$ cat config.mk
export PLATFORM = sky130hd
export DESIGN_NAME = fsm_step_ctrl_flat
export DESIGN_NICKNAME = d
export VERILOG_FILES = /design/src/rtl/fsm_step_ctrl_pkg.sv /design/src/rtl/fsm_step_ctrl_if.sv /design/src/rtl/fsm_dwell_regs.sv /design/src/rtl/fsm_step_ctrl.sv /design/src/flat_wrapper.sv
export SDC_FILE = /design/constraint.sdc
export NUM_CORES = 1
export LEC_CHECK = 0
export ABC_AREA = 1
export BUFFER_PORTS_ARGS = -buffer_cell sky130_fd_sc_hd__buf_2
export CAP_MARGIN = 30
export CORE_MARGIN = 2
export CORE_UTILIZATION = 59
export CTS_CLUSTER_DIAMETER = 40
export CTS_CLUSTER_SIZE = 25
export DETAILED_ROUTE_END_ITERATION = 8
export PLACE_DENSITY = 0.81
export SLEW_MARGIN = 20
export SYNTH_ARGS = -nofsm -noshare
export SYNTH_HDL_FRONTEND = slang
export SYNTH_SLANG_ARGS = --single-unit
$ cat constraint.sdc
create_clock -name clock -period 3.05 [get_ports clock]
set_clock_uncertainty 0.15 [all_clocks]
set_input_delay 0.61 -clock clock [delete_from_list [all_inputs] [get_ports clock]]
set_output_delay 0.61 -clock clock [all_outputs]
set_load 0.01 [all_outputs]
$ cat src/rtl/fsm_step_ctrl_pkg.sv
// Shared constants and state type for the 7-state ring step controller.
package fsm_step_ctrl_pkg;

  localparam int unsigned NUM_STATES = 7;
  localparam int unsigned STATE_W    = 3;
  localparam int unsigned LAST_STATE = 6;

  typedef enum logic [STATE_W-1:0] {
    S0 = 3'd0,
    S1 = 3'd1,
    S2 = 3'd2,
    S3 = 3'd3,
    S4 = 3'd4,
    S5 = 3'd5,
    S6 = 3'd6
  } state_e;

  function automatic logic [STATE_W-1:0] ring_succ(input logic [STATE_W-1:0] s);
    logic [STATE_W-1:0] n;
    n = s + 3'd1;
    return (s == STATE_W'(LAST_STATE)) ? '0 : n;
  endfunction

endpackage

$ cat src/rtl/fsm_step_ctrl_if.sv
// Bus between the step controller and its environment (config, next-state loop, status).
interface fsm_step_ctrl_if #(
  parameter int unsigned DWELL_W = 4,
  parameter int unsigned LAP_W   = 8
);
  import fsm_step_ctrl_pkg::*;

  logic                  run;
  logic                  cfg_we;
  logic [2:0]            cfg_addr;
  logic [DWELL_W-1:0]    cfg_data;
  logic [STATE_W-1:0]    y_next;
  logic [STATE_W-1:0]    state;
  logic [NUM_STATES-1:0] adv;
  logic [LAP_W-1:0]      lap_count;
  logic                  err;

  modport master (
    output run, cfg_we, cfg_addr, cfg_data, y_next,
    input  state, adv, lap_count, err
  );

  modport slave (
    input  run, cfg_we, cfg_addr, cfg_data, y_next,
    output state, adv, lap_count, err
  );

endinterface

$ cat src/rtl/fsm_dwell_regs.sv
// Seven-entry per-state dwell register file; index 7 writes are dropped.
module fsm_dwell_regs
  import fsm_step_ctrl_pkg::*;
#(
  parameter int unsigned DWELL_W       = 4,
  parameter int unsigned DEFAULT_DWELL = 2
) (
  input  logic                                 clock,
  input  logic                                 reset,
  input  logic                                 we_i,
  input  logic [STATE_W-1:0]                   addr_i,
  input  logic [DWELL_W-1:0]                   data_i,
  output logic [NUM_STATES-1:0][DWELL_W-1:0]   dwell_o
);

  logic [NUM_STATES-1:0][DWELL_W-1:0] dwell_q, dwell_d;

  always_comb begin
    dwell_d = dwell_q;
    for (int k = 0; k < NUM_STATES; k++) begin
      if (we_i && (addr_i == STATE_W'(k))) dwell_d[k] = data_i;
    end
  end

  always_ff @(posedge clock) begin
    if (reset) begin
      for (int k = 0; k < NUM_STATES; k++) dwell_q[k] <= DWELL_W'(DEFAULT_DWELL);
    end else begin
      dwell_q <= dwell_d;
    end
  end

  assign dwell_o = dwell_q;

endmodule

$ cat src/rtl/fsm_step_ctrl.sv
// State register, dwell timer, advance strobes, lap counter and illegal-transition flag
// wrapped around the combinational 7-state ring next-state logic.
module fsm_step_ctrl
  import fsm_step_ctrl_pkg::*;
#(
  parameter int unsigned DWELL_W       = 4,
  parameter int unsigned DEFAULT_DWELL = 2,
  parameter int unsigned LAP_W         = 8
) (
  input  logic            clock,
  input  logic            reset,
  fsm_step_ctrl_if.slave  bus
);

  logic [NUM_STATES-1:0][DWELL_W-1:0] dwell;
  state_e                state_q, state_d;
  logic [DWELL_W-1:0]    cnt_q, cnt_d, cur_dwell;
  logic [LAP_W-1:0]      lap_q, lap_d;
  logic                  err_q, err_d;
  logic [NUM_STATES-1:0] adv;
  logic                  y_is7, stay, legal;

  fsm_dwell_regs #(
    .DWELL_W       (DWELL_W),
    .DEFAULT_DWELL (DEFAULT_DWELL)
  ) u_dwell_regs (
    .clock   (clock),
    .reset   (reset),
    .we_i    (bus.cfg_we),
    .addr_i  (bus.cfg_addr),
    .data_i  (bus.cfg_data),
    .dwell_o (dwell)
  );

  // Strobes come straight from registers so the ring logic sees them in the same cycle.
  always_comb begin
    adv       = '0;
    cur_dwell = '0;
    for (int k = 0; k < NUM_STATES; k++) begin
      if (state_q == state_e'(STATE_W'(k))) begin
        cur_dwell = dwell[k];
        adv[k]    = bus.run & ~reset & (cnt_q >= dwell[k]);
      end
    end
  end

  always_comb begin
    y_is7   = (bus.y_next == STATE_W'(NUM_STATES));
    stay    = (bus.y_next == state_q);
    legal   = stay || (bus.y_next == ring_succ(state_q));
    state_d = y_is7 ? S0 : state_e'(bus.y_next);
    err_d   = err_q | ~legal;
    lap_d   = lap_q;
    if ((state_q == S6) && (bus.y_next == '0)) lap_d = lap_q + LAP_W'(1);
    cnt_d = cnt_q;
    if (!stay || y_is7) begin
      cnt_d = '0;
    end else if (bus.run && (cnt_q < cur_dwell)) begin
      cnt_d = cnt_q + DWELL_W'(1);
    end
  end

  always_ff @(posedge clock) begin
    if (reset) begin
      state_q <= S0;
      cnt_q   <= '0;
      lap_q   <= '0;
      err_q   <= 1'b0;
    end else begin
      state_q <= state_d;
      cnt_q   <= cnt_d;
      lap_q   <= lap_d;
      err_q   <= err_d;
    end
  end

  assign bus.state     = state_q;
  assign bus.adv       = adv;
  assign bus.lap_count = lap_q;
  assign bus.err       = err_q;

endmodule

$ cat src/flat_wrapper.sv
// flat-port wrapper written by rule: the top's interface ports become plain ports
module fsm_step_ctrl_flat import fsm_step_ctrl_pkg::*;
#(
  parameter int unsigned DWELL_W       = 4,
  parameter int unsigned DEFAULT_DWELL = 2,
  parameter int unsigned LAP_W         = 8
)
  (clock, reset, bus_run, bus_cfg_we, bus_cfg_addr, bus_cfg_data, bus_y_next, bus_state, bus_adv, bus_lap_count, bus_err);
  fsm_step_ctrl_if #(.DWELL_W(DWELL_W), .LAP_W(LAP_W)) bus_i ();
  input  logic clock;
  input  logic reset;
  input wire logic [$bits(bus_i.run)-1:0] bus_run;
  input wire logic [$bits(bus_i.cfg_we)-1:0] bus_cfg_we;
  input wire logic [$bits(bus_i.cfg_addr)-1:0] bus_cfg_addr;
  input wire logic [$bits(bus_i.cfg_data)-1:0] bus_cfg_data;
  input wire logic [$bits(bus_i.y_next)-1:0] bus_y_next;
  output wire logic [$bits(bus_i.state)-1:0] bus_state;
  output wire logic [$bits(bus_i.adv)-1:0] bus_adv;
  output wire logic [$bits(bus_i.lap_count)-1:0] bus_lap_count;
  output wire logic [$bits(bus_i.err)-1:0] bus_err;
  assign bus_i.run = bus_run;
  assign bus_i.cfg_we = bus_cfg_we;
  assign bus_i.cfg_addr = bus_cfg_addr;
  assign bus_i.cfg_data = bus_cfg_data;
  assign bus_i.y_next = bus_y_next;
  assign bus_state = bus_i.state;
  assign bus_adv = bus_i.adv;
  assign bus_lap_count = bus_i.lap_count;
  assign bus_err = bus_i.err;
  fsm_step_ctrl #(.DWELL_W(DWELL_W), .DEFAULT_DWELL(DEFAULT_DWELL), .LAP_W(LAP_W)) u_core (.clock(clock), .reset(reset), .bus(bus_i));
endmodule
Yosys cells after proc, flatten, opt, wreduce, memory -nomap -nowiden
Index checks and enable logic that the tools add are counted.
{"block": "classes", "add_sub_neg": 3, "mul": 0, "div_mod_pow": 0, "order_cmp": 8, "eq_ne": 15, "n_shift": 0, "muxes": 15, "n_bitwise": 11, "n_reduce_logical": 17}
{"cell": "$ge A4 B4 Y1", "n": 7}
{"cell": "$mux W4", "n": 7}
{"cell": "$eq A3 B3 Y1 const B", "n": 7}
{"cell": "$eq A3 B2 Y1 const B", "n": 4}
{"cell": "$logic_and A1 B1 Y1", "n": 9}
{"cell": "$logic_not A3 Y1", "n": 3}
{"cell": "$add A8 B1 Y8 const B", "n": 1}
{"cell": "$and A1 B1 Y1", "n": 8}
{"cell": "$mux W1", "n": 7}
{"cell": "$eq A3 B1 Y1 const B", "n": 2}
{"cell": "$eq A3 B3 Y1", "n": 2}
{"cell": "$add A4 B1 Y4 const B", "n": 1}
{"cell": "$lt A4 B4 Y1", "n": 1}
{"cell": "$reduce_or A2 Y1", "n": 2}
{"cell": "$add A3 B1 Y3 const B", "n": 1}
{"cell": "$mux W3", "n": 1}
{"cell": "$logic_or A1 B1 Y1", "n": 2}
{"cell": "$not A1 Y1", "n": 2}
{"cell": "$logic_not A1 Y1", "n": 1}
{"cell": "$or A1 B1 Y1", "n": 1}
{"block": "totals", "reg_bits": 44, "latch_bits": 0, "ramBits": 0, "mem_bits_ro": 0, "in_bits": 14, "wordCells": 80, "mem_count": 0}

Depth between registers and ports, before layout
Gate-level depths: netlist of the first run.
{"block": "logic_depth", "word_depth": 10, "depth_mapped": 18}

Cells and area by module
A second synthesis of the first run with hierarchy kept.
{"block": "unflattened", "cells_unflattened": 442, "hier_area_um2": 3027.9}
{"mod": "fsm_step_ctrl", "n_inst": 1, "cells_per_inst": 276, "area_each_um2": 1898.1, "seq_area_each_um2": 320.3}
{"mod": "fsm_dwell_regs", "n_inst": 1, "cells_per_inst": 166, "area_each_um2": 1129.8, "seq_area_each_um2": 560.5}

Worst setup path before layout of the first run
OpenSTA, ideal clock, no wires.
{"block": "synth_timing", "path_kind": "reg2reg", "start": "reg u_core.state_q[1], in the netlist u_core.bus.state[1]", "end": "reg u_core.cnt_q[2]", "setup_time_ns": 0.116, "arrival_ns": 2.370, "required_ns": 2.784, "slack_ns": 0.413, "path_stages_with_launch": 15, "period_less_slack_ns": 2.637, "cell_sequence": "dfxtp_1 buf_4 nand2_1 inv_1 ha_1 clkbuf_1 nor2_1 a21oi_1 o21ai_0 a22oi_1 ha_1 a211oi_1 nand2_1 nand2_1 a21oi_1"}
{"block": "synth_between", "elab_chain_len": 10, "word_cells_on_any_way": 20, "classes_between": "order compare: 1; eq/ne: 7; mux: 7; reduce/logical: 5"}
{"item": "from (decl)", "line": "fsm_step_ctrl.sv:16", "rtl": "state_e state_q, state_d;"}
{"item": "from (signal assigned)", "line": "fsm_step_ctrl.sv:70", "rtl": "state_q <= state_d;"}
{"item": "$logic_not A3 Y1", "line": "fsm_step_ctrl.sv:40", "rtl": "if (state_q == state_e'(STATE_W'(k))) begin"}
{"item": "$mux W4 (7 in a row)", "line": "fsm_step_ctrl.sv:40"}
{"item": "$lt A4 B4 Y1", "line": "fsm_step_ctrl.sv:58", "rtl": "end else if (bus.run && (cnt_q < cur_dwell)) begin"}
{"item": "$logic_and A1 B1 Y1", "line": "fsm_step_ctrl.sv:58"}
{"item": "to (signal assigned)", "line": "fsm_step_ctrl.sv:71", "rtl": "cnt_q <= cnt_d;"}
{"item": "to (decl)", "line": "fsm_step_ctrl.sv:17", "rtl": "logic [DWELL_W-1:0] cnt_q, cnt_d, cur_dwell;"}
Several ways; a longest one is shown, not always the timed one.
A chain may end at the register's enable or synchronous reset.

Worst setup path after layout of the first run
{"block": "layout_timing", "start": "reg u_core.cnt_q[0]", "end": "out bus_adv[4]"}
{"block": "layout_between", "elab_chain_len": 3}
{"item": "$ge A4 B4 Y1", "line": "fsm_step_ctrl.sv:42", "rtl": "adv[k] = bus.run & ~reset & (cnt_q >= dwell[k]);"}
{"item": "$and A1 B1 Y1", "line": "fsm_step_ctrl.sv:42"}
{"item": "$mux W1", "line": "fsm_step_ctrl.sv:40"}
{"item": "to (decl)", "line": "flat_wrapper.sv:18", "rtl": "output wire logic [$bits(bus_i.adv)-1:0] bus_adv;"}
No other way between the ends.

==> results of run 1 <==
[timing repair]
item                                   in CTS  in global routing
resized for setup                           0                  1
setup endpoints to repair                   0                  4
endpoints found under the hold margin       0                  0
[layout make-up]
cell class	count	area, um2
repair buffers	35	183
fillers	413	1480
clock inverters	1	30.0
clock buffers	7	96.3
multi-input cells	252	1610
well taps	54	67.6
flip-flops and latches	44	881
inverters	91	342
[per-stage QoR]
stage,instance area [um2],util,setup WS [ns],cells
after detailed placement,3080,0.656,0.205,476
after global routing,3210,0.684,0.0243,484
after floorplan,2860,-,0.413,393
after CTS,3210,0.683,0.150,484
after global placement,3080,0.656,0.355,476
final,3210,0.684,0.148,484
[worst max-delay path by stage]
stage / start / to / depth (start not counted)
2_1_floorplan: u_core.bus.state[1] / u_core.cnt_q[2] / 14
3_3_place_gp: u_core.bus.state[1] / u_core.cnt_q[2] / 12
3_5_place_dp: u_core.bus.state[1] / u_core.cnt_q[2] / 12
4_1_cts: u_core.cnt_q[0] / bus_adv[4] / 9
5_1_grt: u_core.cnt_q[0] / bus_adv[3] / 9
6_report: u_core.cnt_q[0] / bus_adv[4] / 9
[flip-flops by register name, summed over array words and instances (netlist names)]
register / flops
u_core.bus.err: 1
u_core.bus.lap_count: 8
u_core.u_dwell_regs.dwell_o: 28
u_core.cnt_q: 4
u_core.bus.state: 3
[report_power, final]
part	internal, mW	total (mW)	leakage, nW	switching [mW]
sequential	0.591	0.602	0.358	0.0112
combinational	0.0576	0.166	1.21	0.109
clock	0.289	0.486	0.0645	0.197
[synth_stat cells (2+ instances only)]
library cell,number
inv_1,88
a21oi_1,45
dfxtp_1,44
nand2_1,39
ha_1,34
nor2_1,30
o21ai_0,28
o21a_1,16
o211ai_1,14
nor3_1,11
nand3_1,9
clkbuf_1,5
a22oi_1,4
inv_2,3
o22ai_1,3
a211oi_1,2
nor2_2,2
xor2_1,2
[routing by layer]
metal	part of all wire	vias up	GRT usage	routed length [um]
met5	0	-	0	0
met4	0.0075	0	0.0525	50
met3	0.074	4	0.0412	497
met2	0.47	71	0.437	3160
met1	0.45	1202	0.370	2980
li1	-	1373	-	-
[kinds of logic after synthesis]
family	count (synthesis)
compound gates	116
fa+ha+maj	34
buf+inv	97
xor+xnor	3
simple gates	99
flops	44
[tightest hold or removal path, stage by stage (launching register included)]
cell	delay (ns)
dfxtp_1	0.31
inv_1	0.04
a21oi_1	0.05
==> summary.md, run 1 <==
| Metric | Value |
|---|---|
| Outcome | finished clean |
| Critical path data required time | 2.29 ns |
| Worst-skew pair later-pin latency | 0.29 ns |
| Cell area after synthesis | around 2900 um2 |
| WL per Instance | 13.8 um |
| Share of flip-flops with an asynchronous set or reset | 0 |
| CP cell instances | inv_1, ha_1, inv_1, a21oi_1, o21a_1, o21a_1, o211ai_1, inv_1, buf_2 |
| Final setup viols | 0 |
| RR Startpoint | u_core.bus.state[0] |
| Largest net degree at the start of global routing | 31 |
| Max Fclk | 345 MHz |
| Synth area leaders | dfxtp_1, ha_1, inv_1, a21oi_1, nand2_1 |
| DRC errors left | 0 |
| Via count | about 2700 |
| Largest family of logic cells by synthesized area | compound AO/OA/AOI/OAI gates |
| Most used cell, CP | inv_1 |
| Total CTS buffers | 5 |
| Worst hold slack | between 0.2 and 0.3 ns |
| Hold WC Path Type | reg2reg |
| Number of I/O port buffers | 32 |
| CTS Buffer Depth | 2 |
| RSZ-0062 raised after global routing | false |
| Crit path launch type | flop |
| Post-Synthesis Cells | just under 400 |
| Max Cap Viol | 0 |
| Post-synth top flop | dfxtp_1 |
| Yosys warns | 0 |
| CTS root buffer | clkbuf_8 |
| Vias per cell | ~5.5 |
| Critical Path Max Stage Delay | about 0.42 ns |
| Data arrival time of the critical path | around 2.1 ns |
| Reg clk slew, reported paths | around 0.090 ns |
| H-tree levels | 2 |
| Delay-heaviest family, CP | compound AO/OA/AOI/OAI gates |
| Simple-gate share of the synthesized area | 0.164 |
| FF+latch count, synth | 44 |
| Crit path kind | reg2out |
| Drt first pass iters | 4 |
| Critical path peak fanout | 8 |
| Post-Synth XOR/XNOR Area | 0.00920 |
| Die X | 73.6 um |
| Syn Area/Cell | 7.27 um2 |
| Pwr Density | 391 nW/um2 |
| Commonest cells after routing, fill and taps aside | inv_1, a21oi_1, dfxtp_1 |
| Core area | around 4700 um2 |
| Max-slew violation count | 0 |
| Routed WL | 6.68 mm |
| Share of layout cells above drive strength 1 | 0.128 |
| Critical path's slowest cell | dfxtp_1 |
| Worst Hold Launch | u_core.bus.err |
| Reg-to-reg critical path endpoint | u_core.cnt_q[2] |
| Area Overhead vs Synth | 12.4% |
| R2R setup slack | roughly 0.34 ns |
| Clk sinks | 44 |
| # diodes | 0 |
| Post-layout minimum cycle time | 2.90 ns |
| CTS tree | built |
| Max VDD drop | 0.330 mV |
| Synth Area in Compound Gates | 0.241 |
| First-pass GRT wire length | 11.1 mm |
| Initial antenna violation count | 0 |
| Crit share post-route | 0.952 |
| Total GRT Usage | 0.266 |
| Leak pwr | 1.63 nW |
| Synth top area share | 0.309 |
| Chip height | 73.6 um |
| Post-DRT Antenna Nets | 0 |
| Hold Crit Depth | 2 |
| Io pins | 33 |
| Seq/Total Area, Yosys | 0.309 |
| Vias in the first global route | about 2400 |
| Yosys cell types | 32 |
| Hpwl dp | 5.02 mm |
| Adder-cell share of the synthesized area | 0.149 |
| Grt ovf | 0 |
| Setup bufs post-CTS | 0 |
| Synth area leader | dfxtp_1 |
| Final hold viol count | 0 |
| CP bufs+invs | 4 |
| Row count | 25 |
| Post-synthesis mux area share | 0 |
| Slew @ Worst Pin | 0.568 ns |
| Iter 0 DRT Violations | 220 |
| Initial core utilization | 0.609 |
| Die area | 5410 um2 |
| Post-Syn Nets | 441 |
| Placer Congestion | slightly below 1 |
| Worst R2R Path Depth | 14 |
| Commonest non-fill, non-tap cell in the layout | inv_1 |
| Setup TNS | 0 ns |
| Number of synthesized flops with an enable pin | 0 |
| Hold worst-path end | u_core.bus.err |
| Total power | 1.25 mW |
| Fin nets | approximately 480 |
| Crit end category | output port |
| CTS Hold Bufs | 0 |
| Max-slew headroom | 0.621 |
Note: power is estimated with default switching activity, not from simulation.
==> run 2, diff against run 1 <==
ABC_AREA = unset   (was 1)
CAP_MARGIN = 20   (was 30)
==> run 2 against run 1 <==
Final area up 3.1%; non-clock buffer count up 10; critical path depth up 1; wire length down 1.1%; global-route usage down 1.0 points; sequential share of layout area down 0.74 points; maximum frequency down 1.4%; count of clock-buffer cells in the layout unchanged; largest cell class unchanged.
==> summary.md, run 2 <==
| Metric | Value |
|---|---|
| Routed WL | 6.61 mm (-1.1%) |
| Crit share post-route | 0.965 (+0.0131) |
| Yosys cell types | 50 (+56%) |
| Via count | 2500 (-5.7%) |
| Final hold viol count | 0 (unchanged) |
| Sequential share of power | 0.522 (+0.042) |
| Flip-flop count of the largest register after layout | 28 (unchanged) |
| Max Fclk | 340 MHz (-1.4%) |
| Setup TNS | 0 ns (unchanged) |
| Clock share of power | 0.335 (-0.052) |
| Total CTS buffers | 5 (unchanged) |
| # fillers | 402 (-2.7%) |
| Number of synthesized flops with an enable pin | 0 (unchanged) |
| Io pins | 33 (unchanged) |
| Cell area after synthesis | 2910 um2 (+2.0%) |
| Number of I/O port buffers | 32 (unchanged) |
| Seq/Total Area, Yosys | 0.303 (-0.00597) |
| Clk sinks | 44 (unchanged) |
| Die area | 5510 um2 (+1.9%) |
| Leak pwr | 1.59 nW (-2.4%) |
| Yosys warns | 0 (unchanged) |
| Crit path kind | reg2reg |
| Max-slew headroom | 0.502 (-0.118) |
| R2R setup slack | 0.11 ns (-0.23 ns) |
| WL per Instance | 15.0 um (+8.3%) |
| Reg clk slew, reported paths | 0.08 ns (about the same) |
| Worst slack, placed | 0.0592 ns (-0.146 ns) |
| Post-synth top flop | dfxtp_1 |
| Post-Synthesis Cells | 338 (-14%) |
| Iter 0 DRT Violations | 176 (-20%) |
| Max Cap Viol | 0 (unchanged) |
| Worst-skew pair later-pin latency | 0.29 ns (about the same) |
| Initial antenna violation count | 0 (unchanged) |
| Reg-to-reg critical path endpoint | u_core.cnt_q[2] |
| Grt ovf | 0 (unchanged) |
| Critical path data required time | 3.14 ns (+0.85 ns) |
| CTS Hold Bufs | 0 (unchanged) |
| Max VDD drop | 0.254 mV (-23%) |
| Final setup viols | 0 (unchanged) |
| Row count | 25 (unchanged) |
| Internal power | 0.843 mW (-10%) |
| Largest net degree at the start of global routing | 32 (+3.2%) |
| CTS root buffer | clkbuf_8 |
| Crit path launch type | flop |
| Chip height | 74.3 um (+0.93%) |
| Setup WS post-layout | 0.108 ns (-0.0399 ns) |
| Synth area leaders | dfxtp_1, ha_1, mux2i_1, nor2_1, a21o_1 |
| Worst R2R Path Depth | 10 (-4) |
| CTS Buffer Depth | 2 (unchanged) |
| Sw power | 0.306 mW (-3.6%) |
| DRC errors left | 0 (unchanged) |
| Post-layout minimum cycle time | 2.94 ns (+0.0399 ns) |
| Synth top area share | 0.303 (-0.00597) |
| Total power | 1.15 mW (-8.4%) |
| Commonest cells after routing, fill and taps aside | dfxtp_1, nor2_1, ha_1 |
| Logic pwr share | 0.142 (+0.009) |
| Crit end category | flop |
| RSZ-0062 raised after global routing | true |
| Worst Hold Launch | u_core.bus.err |
| Worst hold slack | 0.321 ns (+0.0231 ns) |
| Initial core utilization | 0.612 (+0.00384) |
| Count leader, synth | dfxtp_1 |
| Hold Crit Depth | 1 (-1) |
| Hold worst-path end | u_core.bus.err |
| Placer Congestion | 0.963 (-0.50%) |
| Outcome | finished clean |
| H-tree levels | 2 (unchanged) |
| Total GRT Usage | 0.255 (-0.0105) |
| RR Startpoint | u_core.bus.state[1] |
| Fin nets | 422 (-12%) |
| Drt first pass iters | 4 (unchanged) |
| Post-DRT Antenna Nets | 0 (unchanged) |
| Post-Syn Nets | 386 (-12%) |
| Core area | 4750 um2 (+1.3%) |
| FF+latch count, synth | 44 (unchanged) |
| CTS tree | built |
| Max-slew violation count | 0 (unchanged) |
| Vias per cell | 5.66 (+3.3%) |
| Dpl cell area | 3170 um2 (+3.1%) |
| Sw Ratio | 0.266 (+0.0134) |
| Syn Area/Cell | 8.61 um2 (+19%) |
| Share of layout cells above drive strength 1 | 0.163 (+0.0348) |
| Synth area leader | dfxtp_1 |
| Area Overhead vs Synth | 13.7% |
| Critical path peak fanout | 9 (+1) |
| # diodes | 0 (unchanged) |
| Fin area | 3310 um2 (+3.1%) |
| Slew @ Worst Pin | 0.741 ns (+0.172 ns) |
| Share of flip-flops with an asynchronous set or reset | 0 (unchanged) |
| Vias in the first global route | 2278 (-5.0%) |
| Synth top cells by count | dfxtp_1, nor2_1, ha_1, mux2i_1, inv_1 |
| Hpwl dp | 4.90 mm (-2.4%) |
| Hold WC Path Type | reg2reg |
| Commonest non-fill, non-tap cell in the layout | dfxtp_1 |
| Die X | 74.3 um (+0.93%) |
| First-pass GRT wire length | 10.8 mm (-2.7%) |
| Pwr Density | 347 nW/um2 (-11%) |
| Data arrival time of the critical path | 3.03 ns (+0.89 ns) |
[run 2: changes by cell type after synthesis, moves of 6 or more]
| cell | before | now |
|---|---|---|
| a21o_1 | 0 | 14 |
| a21oi_1 | 45 | 13 |
| clkbuf_1 | 5 | 11 |
| inv_1 | 88 | 28 |
| mux2i_1 | 0 | 29 |
| nand2_1 | 39 | 15 |
| nand2b_1 | 0 | 13 |
| nor2_1 | 30 | 40 |
| nor3_1 | 11 | 5 |
| o21a_1 | 16 | 1 |
| o21ai_0 | 28 | 1 |
[run 2: power groups by stage]
stage / clock [mW] / combinational, mW / sequential [mW]
finish: 0.385 / 0.164 / 0.600
global route: 0.409 / 0.182 / 0.602
CTS: 0.391 / 0.159 / 0.600
detailed placement: 0 / 0.159 / 0.613
global placement: 0 / 0.154 / 0.613
floorplan: 0 / 0.111 / 0.611
[run 2: worst max-delay path: stages (launching register included)]
cell and delay (ns):
dfxtp_2 0.38, and2_1 0.17, ha_1 0.24, nor2_2 0.16, a21oi_1 0.09, a31o_1 0.22
ha_1 0.33, a2111oi_4 0.40, nand2b_1 0.18, or4_1 0.49, nand3_1 0.09
[run 2: layout make-up]
cell class	count	area [um2]	share of cell area
well taps	67	83.8	0.0253
flip-flops and latches	44	883	0.267
multi-input cells	250	1880	0.569
inverters	28	109	0.0329
clock inverters	1	7.51	0.00227
clock buffers	7	86.3	0.0261
repair buffers	45	258	0.0779
[run 2: cells by family after synthesis]
logic type / Yosys count / share of synthesized area
DFF: 44 / 0.303
AOI/OAI and AO/OA: 63 / 0.155
buffers and inverters: 44 / 0.0606
xor gates and xnor gates: 10 / 0.0301
muxes: 29 / 0.0997
adders and majority gates: 34 / 0.146
and+or+nand+nor: 114 / 0.206
[run 2: worst max-delay path by stage]
stage / slack [ns] / start / depth (start not counted) / end
global route: -0.09 / u_core.bus.state[0] / 10 / u_core.cnt_q[2]
CTS: 0.04 / u_core.bus.state[1] / 11 / u_core.cnt_q[2]
finish: 0.11 / u_core.bus.state[1] / 10 / u_core.cnt_q[2]
floorplan: 0.03 / u_core.bus.state[0] / 13 / u_core.cnt_q[2]
global placement: 0.18 / u_core.bus.state[1] / 11 / u_core.cnt_q[2]
detailed placement: 0.06 / u_core.bus.state[1] / 11 / u_core.cnt_q[2]
[run 2: what timing repair did]
item / in CTS / in global routing
gates resized for setup: 0 / 5
setup endpoints to repair: 0 / 10
setup buffers: 0 / 3
[run 2: routing by layer]
layer,global-route usage,vias up,routed length [um]
met1,0.337,1162,3010
met4,0.0615,0,37
li1,-,1272,-
met5,0,-,0
met2,0.438,62,3220
met3,0.0434,4,337
[run 2: through the flow]
| stage | std cells | util |
|---|---|---|
| floorplan | 338 | - |
| global placement | 431 | 0.668 |
| detailed placement | 431 | 0.668 |
| CTS | 439 | 0.687 |
| global route | 442 | 0.696 |
| finish | 442 | 0.696 |
==> run 3, diff against run 2 <==
==> constraint.sdc (replaced) <==
create_clock -name clock -period 3.05 [get_ports clock]
set_clock_uncertainty 0.15 [all_clocks]
set_input_delay 0.305 -clock clock [delete_from_list [all_inputs] [get_ports clock]]
set_output_delay 0.305 -clock clock [all_outputs]
set_load 0.01 [all_outputs]
==> run 3 against run 2 <==
Power up 8.5%; non-clock buffer count is 1 lower; highest routed layer unchanged; maximum frequency is 0.84% higher; count of clock-buffer cells in the layout stayed put; wire length up 3.2%; register-to-register slack gained 0.02 ns; sequential power hardly changed; sequential share of layout area down 0.063 points; largest power group unchanged.
==> summary.md, run 3 (synthesized netlist as in run 2, its figures left out) <==
| Metric | Value |
|---|---|
| Outcome | finished clean |
| Vias in the first global route | 2421 (+6.3%) |
| Clock share of power | 0.388 (+0.053) |
| Critical Path Max Stage Delay | 0.49 ns (about the same) |
| Final setup viols | 0 (unchanged) |
| Io pins | 33 (unchanged) |
| Initial core utilization | 0.612 (unchanged) |
| CP bufs+invs | 0 (unchanged) |
| Total GRT Usage | 0.262 (+0.00696) |
| H-tree levels | 2 (unchanged) |
| Sw Ratio | 0.241 (-0.0246) |
| Reg clk slew, reported paths | 0.08 ns (about the same) |
| Die area | 5510 um2 (unchanged) |
| Multi-input logic area | 1870 um2 (-0.53%) |
| # diodes | 0 (unchanged) |
| Slew @ Worst Pin | 0.764 ns (+0.0230 ns) |
| Iter 0 DRT Violations | 202 (+15%) |
| Flip-flop count of the largest register after layout | 28 (unchanged) |
| Via count | 2537 (+1.5%) |
| WL per Instance | 15.5 um (+3.4%) |
| Pwr Density | 375 nW/um2 (+8.1%) |
| Delay-heaviest family, CP | simple AND/OR/NAND/NOR gates |
| Crit path kind | reg2reg |
| Vias per cell | 5.75 (+1.7%) |
| Crit share post-route | 0.957 (-0.00801) |
| Clk sinks | 44 (unchanged) |
| Critical path data required time | 3.14 ns (about the same) |
| CTS tree | built |
| Crit end category | flop |
| Sequential share of power | 0.481 (-0.041) |
| Routed WL | 6.82 mm (+3.2%) |
| Fin nets | 421 (-0.24%) |
| Max Fclk | 343 MHz (+0.84%) |
| CTS Buffer Depth | 2 (unchanged) |
| Post-DRT Antenna Nets | 0 (unchanged) |
| Leak pwr | 1.60 nW (+0.88%) |
| Worst slack, placed | 0.0520 ns (-0.00719 ns) |
| Placed Cells | 431 (unchanged) |
| Hold WC Path Type | in2reg |
| CTS root buffer | clkbuf_8 |
| Area Overhead vs Synth | 14.1% |
| CP cell instances | and2_1, ha_2, nor2_2, a21oi_1, a31o_1, ha_1, a2111oi_4, nand2b_1, or4_1, nand3_1 |
| Share of layout cells above drive strength 1 | 0.155 (-0.00759) |
| Worst hold slack | 0.152 ns (-0.169 ns) |
| Drt first pass iters | 4 (unchanged) |
| CTS Hold Bufs | 0 (unchanged) |
| Row count | 25 (unchanged) |
| Final Non-Filler Cells | 441 (-0.23%) |
| Largest net degree at the start of global routing | 33 (+3.1%) |
| Placer Congestion | 0.962 (about the same) |
| Post-layout minimum cycle time | 2.92 ns (-0.0244 ns) |
| Total CTS buffers | 5 (unchanged) |
| Logic pwr share | 0.131 (-0.011) |
| Worst Hold Launch | bus_y_next[1] |
| Max-slew headroom | 0.487 (-0.0154) |
| Data arrival time of the critical path | 3.01 ns (-0.02 ns) |
| Chip height | 74.3 um (unchanged) |
| Register area | 885 um2 (+0.14%) |
| Worst-skew pair later-pin latency | 0.29 ns (about the same) |
| Total power | 1.25 mW (+8.5%) |
| Max Cap Viol | 0 (unchanged) |
| Number of I/O port buffers | 32 (unchanged) |
| DRC errors left | 0 (unchanged) |
| Critical path peak fanout | 10 (+1) |
| Initial antenna violation count | 0 (unchanged) |
| # fillers | 387 (-3.7%) |
| Internal power | 0.946 mW (+12%) |
| Critical path's slowest cell | or4_1 |
| RR Startpoint | u_core.bus.state[1] |
| Crit path launch type | flop |
| Grt ovf | 0 (unchanged) |
| Core area | 4750 um2 (unchanged) |
| Final hold viol count | 0 (unchanged) |
| Worst setup path startpoint | u_core.bus.state[1] |
| Post-layout util | 0.699 (+0.00263) |
| Commonest non-fill, non-tap cell in the layout | dfxtp_1 |
| Max VDD drop | 0.308 mV (+21%) |
| First-pass GRT wire length | 11.1 mm (+2.5%) |
| Sw power | 0.301 mW (-1.5%) |
| Setup WS post-layout | 0.132 ns (+0.0244 ns) |
| Max-slew violation count | 0 (unchanged) |
| Hpwl dp | 5.02 mm (+2.3%) |
| Die X | 74.3 um (unchanged) |
| Commonest cells after routing, fill and taps aside | dfxtp_1, nor2_1, ha_1 |
[run 3: layer usage]
layer  share of wire  track usage
met5               0            0
met3           0.062       0.0515
met1            0.43        0.320
met4           0.018       0.0774
met2            0.49        0.468
[run 3: layout make-up]
type                       count  area share
multi-input combinational    250       0.563
sequential                    44       0.266
timing repair buffer          44      0.0753
inverter                      28      0.0316
clock buffer                   7      0.0290
tap                           67      0.0252
clock inverter                 1     0.00904
[run 3: per-stage QoR]
stage	area, um2	setup TNS, ns
after floorplan	2930	0
after detailed placement	3170	0
after global placement	3170	0
final	3320	0
after global routing	3320	-0.000508
after CTS	3300	0
[run 3: power by group through the flow]
stage | clock (mW) | sequential [mW] | combinational [mW]
after detailed placement | 0 | 0.613 | 0.159
after CTS | 0.495 | 0.600 | 0.160
final | 0.484 | 0.600 | 0.164
after floorplan | 0 | 0.611 | 0.111
after global placement | 0 | 0.612 | 0.155
after global routing | 0.511 | 0.601 | 0.180
[run 3: final timing paths]
kind | end | slack, ns | cells past startpoint
setup / recovery | u_core.cnt_q[2] | 0.13 | 10
hold / removal | u_core.bus.state[0] | 0.15 | 2
hold reg to reg | u_core.bus.err | 0.36 | 1
setup reg to reg | u_core.cnt_q[2] | 0.13 | 10
[run 3: repair_timing]
item	CTS	global route
endpoints found under the hold margin	0	0
setup buffers	0	2
setup endpoints to repair	0	3
gates resized for setup	0	3
[run 3: worst register-to-register path: cells and delay by family, from the launching register on]
kind,cells,cell delay (ns)
DFF,1,0.39
adders and majority gates,2,0.52
AOI/OAI and AO/OA,3,0.72
and+or+nand+nor,5,1.08
